## src/rtl/dds_tune_ctrl_pkg.sv

```systemverilog
// Shared DDS retune definitions: FSM encoding, error codes, bus widths.
package dds_tune_ctrl_pkg;

  localparam int M_W = 9;
  localparam int F_W = 32;

  typedef enum logic [2:0] {
    S_IDLE,
    S_LOAD,
    S_BUSY_HI,
    S_BUSY_LO,
    S_PLL_RST,
    S_WAIT_LOCK,
    S_COMMIT,
    S_FAIL
  } state_t;

  typedef enum logic [1:0] {
    ERR_NONE    = 2'd0,
    ERR_BADREQ  = 2'd1,
    ERR_BUSY_TO = 2'd2,
    ERR_LOCK_TO = 2'd3
  } err_t;

  function automatic int max_int(input int a, input int b);
    return (a > b) ? a : b;
  endfunction

endpackage

```

## src/rtl/dds_tune_ctrl_if.sv

```systemverilog
// Retune bus: host request, PLL reconfig handshake, lock input, NCO word and status.
interface dds_tune_ctrl_if;
  import dds_tune_ctrl_pkg::*;

  logic           req_valid;
  logic           req_ready;
  logic [M_W-1:0] req_m;
  logic [F_W-1:0] req_nco_f;
  logic           update;
  logic [M_W-1:0] counter_data;
  logic           busy;
  logic           pll_reset;
  logic           locked;
  logic [F_W-1:0] nco_f;
  logic           tune_done;
  logic           tune_err;
  logic [1:0]     err_code;
  logic [1:0]     retry_cnt;

  // host / PLL side
  modport master (
    output req_valid, req_m, req_nco_f, busy, locked,
    input  req_ready, update, counter_data, pll_reset, nco_f,
           tune_done, tune_err, err_code, retry_cnt
  );

  // retune controller side
  modport slave (
    input  req_valid, req_m, req_nco_f, busy, locked,
    output req_ready, update, counter_data, pll_reset, nco_f,
           tune_done, tune_err, err_code, retry_cnt
  );

endinterface

```

## src/rtl/dds_tune_ctrl_lock_sync.sv

```systemverilog
// Two-flop synchroniser for the asynchronous PLL lock indication.
module dds_lock_sync (
  input  logic clk,
  input  logic reset,
  input  logic d,
  output logic q
);

  logic meta;

  // meta -> q shift; both clear to 0 so lock is never assumed out of reset
  always_ff @(posedge clk) begin
    if (!reset) begin
      meta <= 1'b0;
      q    <= 1'b0;
    end else begin
      meta <= d;
      q    <= meta;
    end
  end

endmodule

```

## src/rtl/dds_tune_ctrl.sv

```systemverilog
// DDS retune sequencer: reprograms the PLL M-count, resets the PLL, waits for
// a stable lock, then commits the NCO word so PLL and NCO change together.
module dds_tune_ctrl
  import dds_tune_ctrl_pkg::*;
#(
  parameter int RST_CYCLES   = 16,
  parameter int LOCK_STABLE  = 64,
  parameter int LOCK_TIMEOUT = 1 << 20,
  parameter int BUSY_TIMEOUT = 1024,
  parameter int MAX_RETRY    = 3
) (
  input logic            clk,
  input logic            reset,
  dds_tune_ctrl_if.slave bus
);

  // One down-counter serves every timed state; loading N-1 and expiring at
  // zero keeps it at clog2 of the largest timeout.
  localparam int TMR_MAX = max_int(max_int(LOCK_TIMEOUT, BUSY_TIMEOUT), RST_CYCLES);
  localparam int TMR_W   = $clog2(TMR_MAX);
  localparam int STB_W   = $clog2(LOCK_STABLE + 1);

  localparam logic [TMR_W-1:0] BUSY_LD  = TMR_W'(BUSY_TIMEOUT - 1);
  localparam logic [TMR_W-1:0] RST_LD   = TMR_W'(RST_CYCLES - 1);
  localparam logic [TMR_W-1:0] LOCK_LD  = TMR_W'(LOCK_TIMEOUT - 1);
  localparam logic [STB_W-1:0] STB_LAST = STB_W'(LOCK_STABLE - 1);
  localparam logic [1:0]       RETRY_LIM = 2'(MAX_RETRY);

  state_t           state_q, state_d;
  logic [TMR_W-1:0] tmr_q, tmr_d;
  logic [STB_W-1:0] stab_q, stab_d;
  logic [1:0]       retry_q;
  logic [F_W-1:0]   f_q;
  logic [F_W-1:0]   nco_q;
  logic [M_W-1:0]   cd_q;
  logic [1:0]       fail_q;
  logic [1:0]       err_q;
  logic             terr_q;

  logic             lock_s;
  logic             accept, bad_req, set_fail, retry_inc, give_up;
  logic [1:0]       fail_code;

  dds_lock_sync u_sync (
    .clk   (clk),
    .reset (reset),
    .d     (bus.locked),
    .q     (lock_s)
  );

  // Next state, shared timer, lock stability count and datapath strobes
  always_comb begin
    state_d   = state_q;
    tmr_d     = tmr_q;
    stab_d    = stab_q;
    accept    = 1'b0;
    bad_req   = 1'b0;
    set_fail  = 1'b0;
    fail_code = ERR_NONE;
    retry_inc = 1'b0;
    give_up   = 1'b0;
    case (state_q)
      S_IDLE: begin
        if (bus.req_valid) begin
          accept = 1'b1;
          if (bus.req_m == '0) bad_req = 1'b1;
          else                 state_d = S_LOAD;
        end
      end
      S_LOAD: begin
        state_d = S_BUSY_HI;
        tmr_d   = BUSY_LD;
      end
      S_BUSY_HI: begin
        // level check: busy already high on entry passes straight through
        if (bus.busy) begin
          state_d = S_BUSY_LO;
          tmr_d   = BUSY_LD;
        end else if (tmr_q == '0) begin
          state_d   = S_FAIL;
          set_fail  = 1'b1;
          fail_code = ERR_BUSY_TO;
        end else begin
          tmr_d = tmr_q - TMR_W'(1);
        end
      end
      S_BUSY_LO: begin
        if (!bus.busy) begin
          state_d = S_PLL_RST;
          tmr_d   = RST_LD;
        end else if (tmr_q == '0) begin
          state_d   = S_FAIL;
          set_fail  = 1'b1;
          fail_code = ERR_BUSY_TO;
        end else begin
          tmr_d = tmr_q - TMR_W'(1);
        end
      end
      S_PLL_RST: begin
        if (tmr_q == '0) begin
          state_d = S_WAIT_LOCK;
          tmr_d   = LOCK_LD;
          stab_d  = '0;
        end else begin
          tmr_d = tmr_q - TMR_W'(1);
        end
      end
      S_WAIT_LOCK: begin
        stab_d = lock_s ? stab_q + STB_W'(1) : '0;
        // lock is tested first so it wins a tie with the timeout
        if (lock_s && stab_q == STB_LAST) begin
          state_d = S_COMMIT;
        end else if (tmr_q == '0) begin
          state_d   = S_FAIL;
          set_fail  = 1'b1;
          fail_code = ERR_LOCK_TO;
        end else begin
          tmr_d = tmr_q - TMR_W'(1);
        end
      end
      S_COMMIT: state_d = S_IDLE;
      S_FAIL: begin
        if (retry_q < RETRY_LIM) begin
          retry_inc = 1'b1;
          state_d   = S_LOAD;
        end else begin
          give_up = 1'b1;
          state_d = S_IDLE;
        end
      end
      default: state_d = S_IDLE;
    endcase
  end

  // State, timers and latched request/status registers
  always_ff @(posedge clk) begin
    if (!reset) begin
      state_q <= S_IDLE;
      tmr_q   <= '0;
      stab_q  <= '0;
      retry_q <= '0;
      f_q     <= '0;
      nco_q   <= '0;
      cd_q    <= '0;
      fail_q  <= ERR_NONE;
      err_q   <= ERR_NONE;
      terr_q  <= 1'b0;
    end else begin
      state_q <= state_d;
      tmr_q   <= tmr_d;
      stab_q  <= stab_d;
      terr_q  <= bad_req | give_up;
      if (accept) begin
        f_q     <= bus.req_nco_f;
        err_q   <= ERR_NONE;
        retry_q <= '0;
      end
      if (accept && !bad_req) cd_q   <= bus.req_m;
      if (bad_req)            err_q  <= ERR_BADREQ;
      if (set_fail)           fail_q <= fail_code;
      if (give_up)            err_q  <= fail_q;
      if (retry_inc)          retry_q <= retry_q + 2'd1;
      // new word appears together with tune_done in COMMIT
      if (state_q == S_WAIT_LOCK && state_d == S_COMMIT) nco_q <= f_q;
    end
  end

  assign bus.req_ready    = (state_q == S_IDLE);
  assign bus.update       = (state_q == S_LOAD);
  assign bus.pll_reset    = (state_q == S_PLL_RST);
  assign bus.tune_done    = (state_q == S_COMMIT);
  assign bus.tune_err     = terr_q;
  assign bus.counter_data = cd_q;
  assign bus.nco_f        = nco_q;
  assign bus.err_code     = err_q;
  assign bus.retry_cnt    = retry_q;

endmodule
```

## src/flat_wrapper.sv

```systemverilog
// flat-port wrapper written by rule: the top's interface ports become plain ports
module dds_tune_ctrl_flat import dds_tune_ctrl_pkg::*;
#(
  parameter int RST_CYCLES   = 16,
  parameter int LOCK_STABLE  = 64,
  parameter int LOCK_TIMEOUT = 1 << 20,
  parameter int BUSY_TIMEOUT = 1024,
  parameter int MAX_RETRY    = 3
)
  (clk, reset, bus_req_valid, bus_req_m, bus_req_nco_f, bus_busy, bus_locked, bus_req_ready, bus_update, bus_counter_data, bus_pll_reset, bus_nco_f, bus_tune_done, bus_tune_err, bus_err_code, bus_retry_cnt);
  dds_tune_ctrl_if bus_i ();
  input logic clk;
  input logic reset;
  input wire logic [$bits(bus_i.req_valid)-1:0] bus_req_valid;
  input wire logic [$bits(bus_i.req_m)-1:0] bus_req_m;
  input wire logic [$bits(bus_i.req_nco_f)-1:0] bus_req_nco_f;
  input wire logic [$bits(bus_i.busy)-1:0] bus_busy;
  input wire logic [$bits(bus_i.locked)-1:0] bus_locked;
  output wire logic [$bits(bus_i.req_ready)-1:0] bus_req_ready;
  output wire logic [$bits(bus_i.update)-1:0] bus_update;
  output wire logic [$bits(bus_i.counter_data)-1:0] bus_counter_data;
  output wire logic [$bits(bus_i.pll_reset)-1:0] bus_pll_reset;
  output wire logic [$bits(bus_i.nco_f)-1:0] bus_nco_f;
  output wire logic [$bits(bus_i.tune_done)-1:0] bus_tune_done;
  output wire logic [$bits(bus_i.tune_err)-1:0] bus_tune_err;
  output wire logic [$bits(bus_i.err_code)-1:0] bus_err_code;
  output wire logic [$bits(bus_i.retry_cnt)-1:0] bus_retry_cnt;
  assign bus_i.req_valid = bus_req_valid;
  assign bus_i.req_m = bus_req_m;
  assign bus_i.req_nco_f = bus_req_nco_f;
  assign bus_i.busy = bus_busy;
  assign bus_i.locked = bus_locked;
  assign bus_req_ready = bus_i.req_ready;
  assign bus_update = bus_i.update;
  assign bus_counter_data = bus_i.counter_data;
  assign bus_pll_reset = bus_i.pll_reset;
  assign bus_nco_f = bus_i.nco_f;
  assign bus_tune_done = bus_i.tune_done;
  assign bus_tune_err = bus_i.tune_err;
  assign bus_err_code = bus_i.err_code;
  assign bus_retry_cnt = bus_i.retry_cnt;
  dds_tune_ctrl #(.RST_CYCLES(RST_CYCLES), .LOCK_STABLE(LOCK_STABLE), .LOCK_TIMEOUT(LOCK_TIMEOUT), .BUSY_TIMEOUT(BUSY_TIMEOUT), .MAX_RETRY(MAX_RETRY)) u_core (.clk(clk), .reset(reset), .bus(bus_i));
endmodule
```

## config.mk

```make
export PLATFORM = sky130hd
export DESIGN_NAME = dds_tune_ctrl_flat
export DESIGN_NICKNAME = d
export VERILOG_FILES = /design/src/rtl/dds_tune_ctrl_pkg.sv /design/src/rtl/dds_tune_ctrl_if.sv /design/src/rtl/dds_tune_ctrl_lock_sync.sv /design/src/rtl/dds_tune_ctrl.sv /design/src/flat_wrapper.sv
export SDC_FILE = /design/constraint.sdc
export NUM_CORES = 1
export LEC_CHECK = 0
export CAP_MARGIN = 20
export CORE_MARGIN = 2
export CORE_UTILIZATION = 47
export CTS_CLUSTER_DIAMETER = 40
export DETAILED_ROUTE_END_ITERATION = 8
export PLACE_DENSITY = 0.82
export REMOVE_ABC_BUFFERS = 1
export SETUP_SLACK_MARGIN = 0.02
export SKIP_LAST_GASP = 1
export SYNTH_ARGS = -nofsm -noshare
export SYNTH_HDL_FRONTEND = slang
export SYNTH_SLANG_ARGS = --single-unit
```

## constraint.sdc

```tcl
create_clock -name clk -period 2.5 [get_ports clk]
set_input_delay 0.5 -clock clk [delete_from_list [all_inputs] [get_ports clk]]
set_output_delay 0.5 -clock clk [all_outputs]
set_load 0.02 [all_outputs]
```

==> results.ini <==
[sta]
fin_setup_tns_ns = 0
fin_worst_skew_ns = 0.0108
fmax_mhz = 422
slew_headroom_pct = 55.4
rsz0062_at_grt = true
setup_slack_ns = 0.132
setup_viol = 0
final-max-slew-violation-count = 0
holdWs_ns = 0.452
min_period_ns = 2.37
fin_crit_sh_pct = 94.7
hold_viol = 0
worst_pin_slew_ns = 0.668

[detailed_routing]
drt-total-wl_um = 14400
drt_iter0_markers = 573
avgRoutedWirePerCell_um = 16.1
firstDrtPassIters = 6
antenna_left = 0
vias = 5154
drc = 0
viasPerCell = 5.78

[die]
core_area_um2 = 10800
die_w_um = 109
dieArea_um2 = 11800
start_util_pct = 47.8
fp.dieH_um = 109
rows = 38
ios = 96

[clock_tree]
path_clk_slew_ns = 0.11
cts_tree = done
clk_latency_ns = 0.39
cts_buffers = 9
htree_levels = 3
ctsHoldBuffers = 0
cts.path.max_buffers = 2
cts.sinks = 112
cts-root-buf = clkbuf_8

[placement]
dp_cells = 870
io_buffers = 95
place.gp.congestion = 0.884
dp_hpwl_um = 9450
dp_slack_ns = -0.132

[pwr]
power_frac_clock_pct = 25.8
seqPwrFrac_pct = 45.8
p_int_mw = 2.93
cellPowerDensity_nw_per_um2 = 653
combinationalPowerShare_pct = 28.4
p_switching_mw = 1.46
power_mw = 4.39
ir_drop_v = 0.000314
p_sw_share_pct = 33.3
leakage_nw = 2.35

[finish]
antenna_cells = 0
final_cell_mix = 160 x nand2_1, 108 x dfxtp_1, 92 x clkdlybuf4s50_1
finalNonFillerCells = 891
final_common_cell = nand2_1
nFillCells = 895
area_growth_pct = 30.2
final_nets = 800
drive_above_1_share_pct = 11.5

[worst_hold_path]
hold_class = reg -> reg
holdPathStages = 1
worstHoldEndpoint = u_core.u_sync.q$_SDFF_PN0_
hold_start = u_core.u_sync.meta$_SDFF_PN0_

[critical_path]
cp_max_fo = 6
startpoint = u_core.state_q[1]$_SDFF_PN0_
reg2reg_to = u_core.bus.nco_f[27]$_SDFFE_PN0P_
crit_type = reg -> out
rrSetupSlack_ns = 0.14
r2r_cells = 9
required_ns = 2.00
crit_path_top_delay_cell = clkdlybuf4s50_1
r2r-start = u_core.tmr_q[1]$_SDFFE_PN0P_
crit_path_cell_trace = inv_1 -> buf_4 -> nor3_1 -> clkdlybuf4s50_1
end_kind = output port
crit_path_max_incr_delay_ns = 0.63
startpoint_type = flop
crit_arrival_ns = 1.87

[run]
max_cap_viol_count = 0

[global_routing]
grt_max_degree = 58
grt_pass1_wl_um = 22100
antenna_found_initial = 0
grt_overflow = 0
grt_pass1_vias = 4811
track_usage_pct = 23.2

[yosys]
syn_inst = 640
synth-async-reset-ratio_pct = 0
ys.warnings.count = 0
synth_edf_count = 0
ys_seq_elements = 112
syn_area_um2 = 5160
synth_sequential_area_ratio_pct = 43.5
synthFlopType = dfxtp_1
synth.avg_cell_area_um2 = 8.06
ys_types = 62

[status]
status = completed

## per-stage QoR
step	area [µm²]	util [%]
floorplan	4980	-
global placement	6380	59.1
detailed placement	6380	59.1
CTS	6630	61.5
global route	6720	62.3
finish	6720	62.3
## cells in the mapped netlist (all sizes together) (2+ instances only)
cell type	number	area (µm²)
and3	2	12.5
or2	6	37.5
nor4b	3	32.5
o21a	3	22.5
inv	19	71.3
nand2b	2	12.5
o221a	2	22.5
o311a	2	20.0
a22oi	5	37.5
nand4	6	37.5
nor4	9	77.6
o21ai	22	110
mux2i	35	350
nor2	32	120
ha	7	87.6
nor3	19	100
o311ai	2	17.5
a221oi	2	17.5
clkbuf	34	128
a31oi	14	87.6
a21o	2	15.0
o31a	3	26.3
o22ai	2	12.5
a211oi	10	75.1
or3	7	43.8
o2111ai	2	17.5
buf	7	52.5
a21oi	58	290
a2111oi	5	62.6
o31ai	7	52.6
and2	6	37.5
o211ai	2	15.0
dfxtp	112	2240
nor2b	2	12.5
nand3	13	65.1
nand2	161	607
## worst max-delay path by stage
stage                                   endpoint
6_report                           bus_tune_done
5_1_grt        u_core.bus.nco_f[27]$_SDFFE_PN0P_
4_1_cts         u_core.bus.nco_f[7]$_SDFFE_PN0P_
3_5_place_dp    u_core.bus.nco_f[6]$_SDFFE_PN0P_
3_3_place_gp   u_core.bus.nco_f[11]$_SDFFE_PN0P_
2_1_floorplan   u_core.bus.nco_f[0]$_SDFFE_PN0P_
## area by class of cell
class / count / area, µm² / area share (%)
Multi-Input combinational cell: 468 / 2700 / 40.2
Sequential cell: 112 / 2250 / 33.5
Tap cell: 140 / 175 / 2.61
Clock buffer: 10 / 138 / 2.05
Inverter: 19 / 71.3 / 1.06
Timing Repair Buffer: 137 / 1320 / 19.6
Clock inverter: 5 / 65.1 / 0.968
## cell families (layout without fill, tap and decap cells)
group / after synthesis / in the layout / synth area share, %
simple gates: 275 / 275 / 24.3
compound gates: 149 / 149 / 18.5
flops: 112 / 112 / 43.5
buf+inv: 60 / 171 / 4.87
mux: 36 / 36 / 7.01
fa+ha+maj: 7 / 7 / 1.70
xor+xnor: 1 / 1 / 0.170
## per-layer routing
layer | wire length, µm | GRT usage (%) | vias to the layer above
met4 | 288 | 9.16 | 0
met3 | 1170 | 5.02 | 38
li1 | - | - | 2462
met2 | 6840 | 38.8 | 237
met5 | 0 | 0 | -
met1 | 6070 | 29.2 | 2417
## worst max-delay path: cells and delay by family, from the launching register on
family	cells	cell delay, ns
buffers and inverters	3	0.87
flip-flops	1	0.42
AND/OR/NAND/NOR	1	0.18
## flip-flops by register name (all words and copies together) (netlist names)
name	count
u_core.bus.tune_err	1
u_core.state_q	3
u_core.f_q	32
u_core.bus.counter_data	9
u_core.fail_q	2
u_core.bus.err_code	2
u_core.stab_q	7
u_core.u_sync.meta	1
u_core.u_sync.q	1
u_core.bus.nco_f	32
u_core.tmr_q	20
u_core.bus.retry_cnt	2
## power by group through the flow
| stage | Combinational (mW) | Sequential [mW] | Clock, mW |
|---|---|---|---|
| 2_1_floorplan | 0.667 | 2.05 | 0 |
| 3_3_place_gp | 1.15 | 2.03 | 0 |
| 3_5_place_dp | 1.19 | 2.04 | 0 |
| 4_1_cts | 1.19 | 2.00 | 1.14 |
| 5_1_grt | 1.37 | 2.02 | 1.21 |
| 6_report | 1.25 | 2.01 | 1.13 |
## repair_timing
| action | in CTS | in global routing |
|---|---|---|
| gates resized for setup | 5 | 13 |
| endpoints found under the setup margin | 5 | 35 |
| pin swaps | 1 | 3 |
| cloned | 1 | 2 |
| setup buffers | 1 | 2 |
No activity file was read; power rests on OpenSTA's default activity.
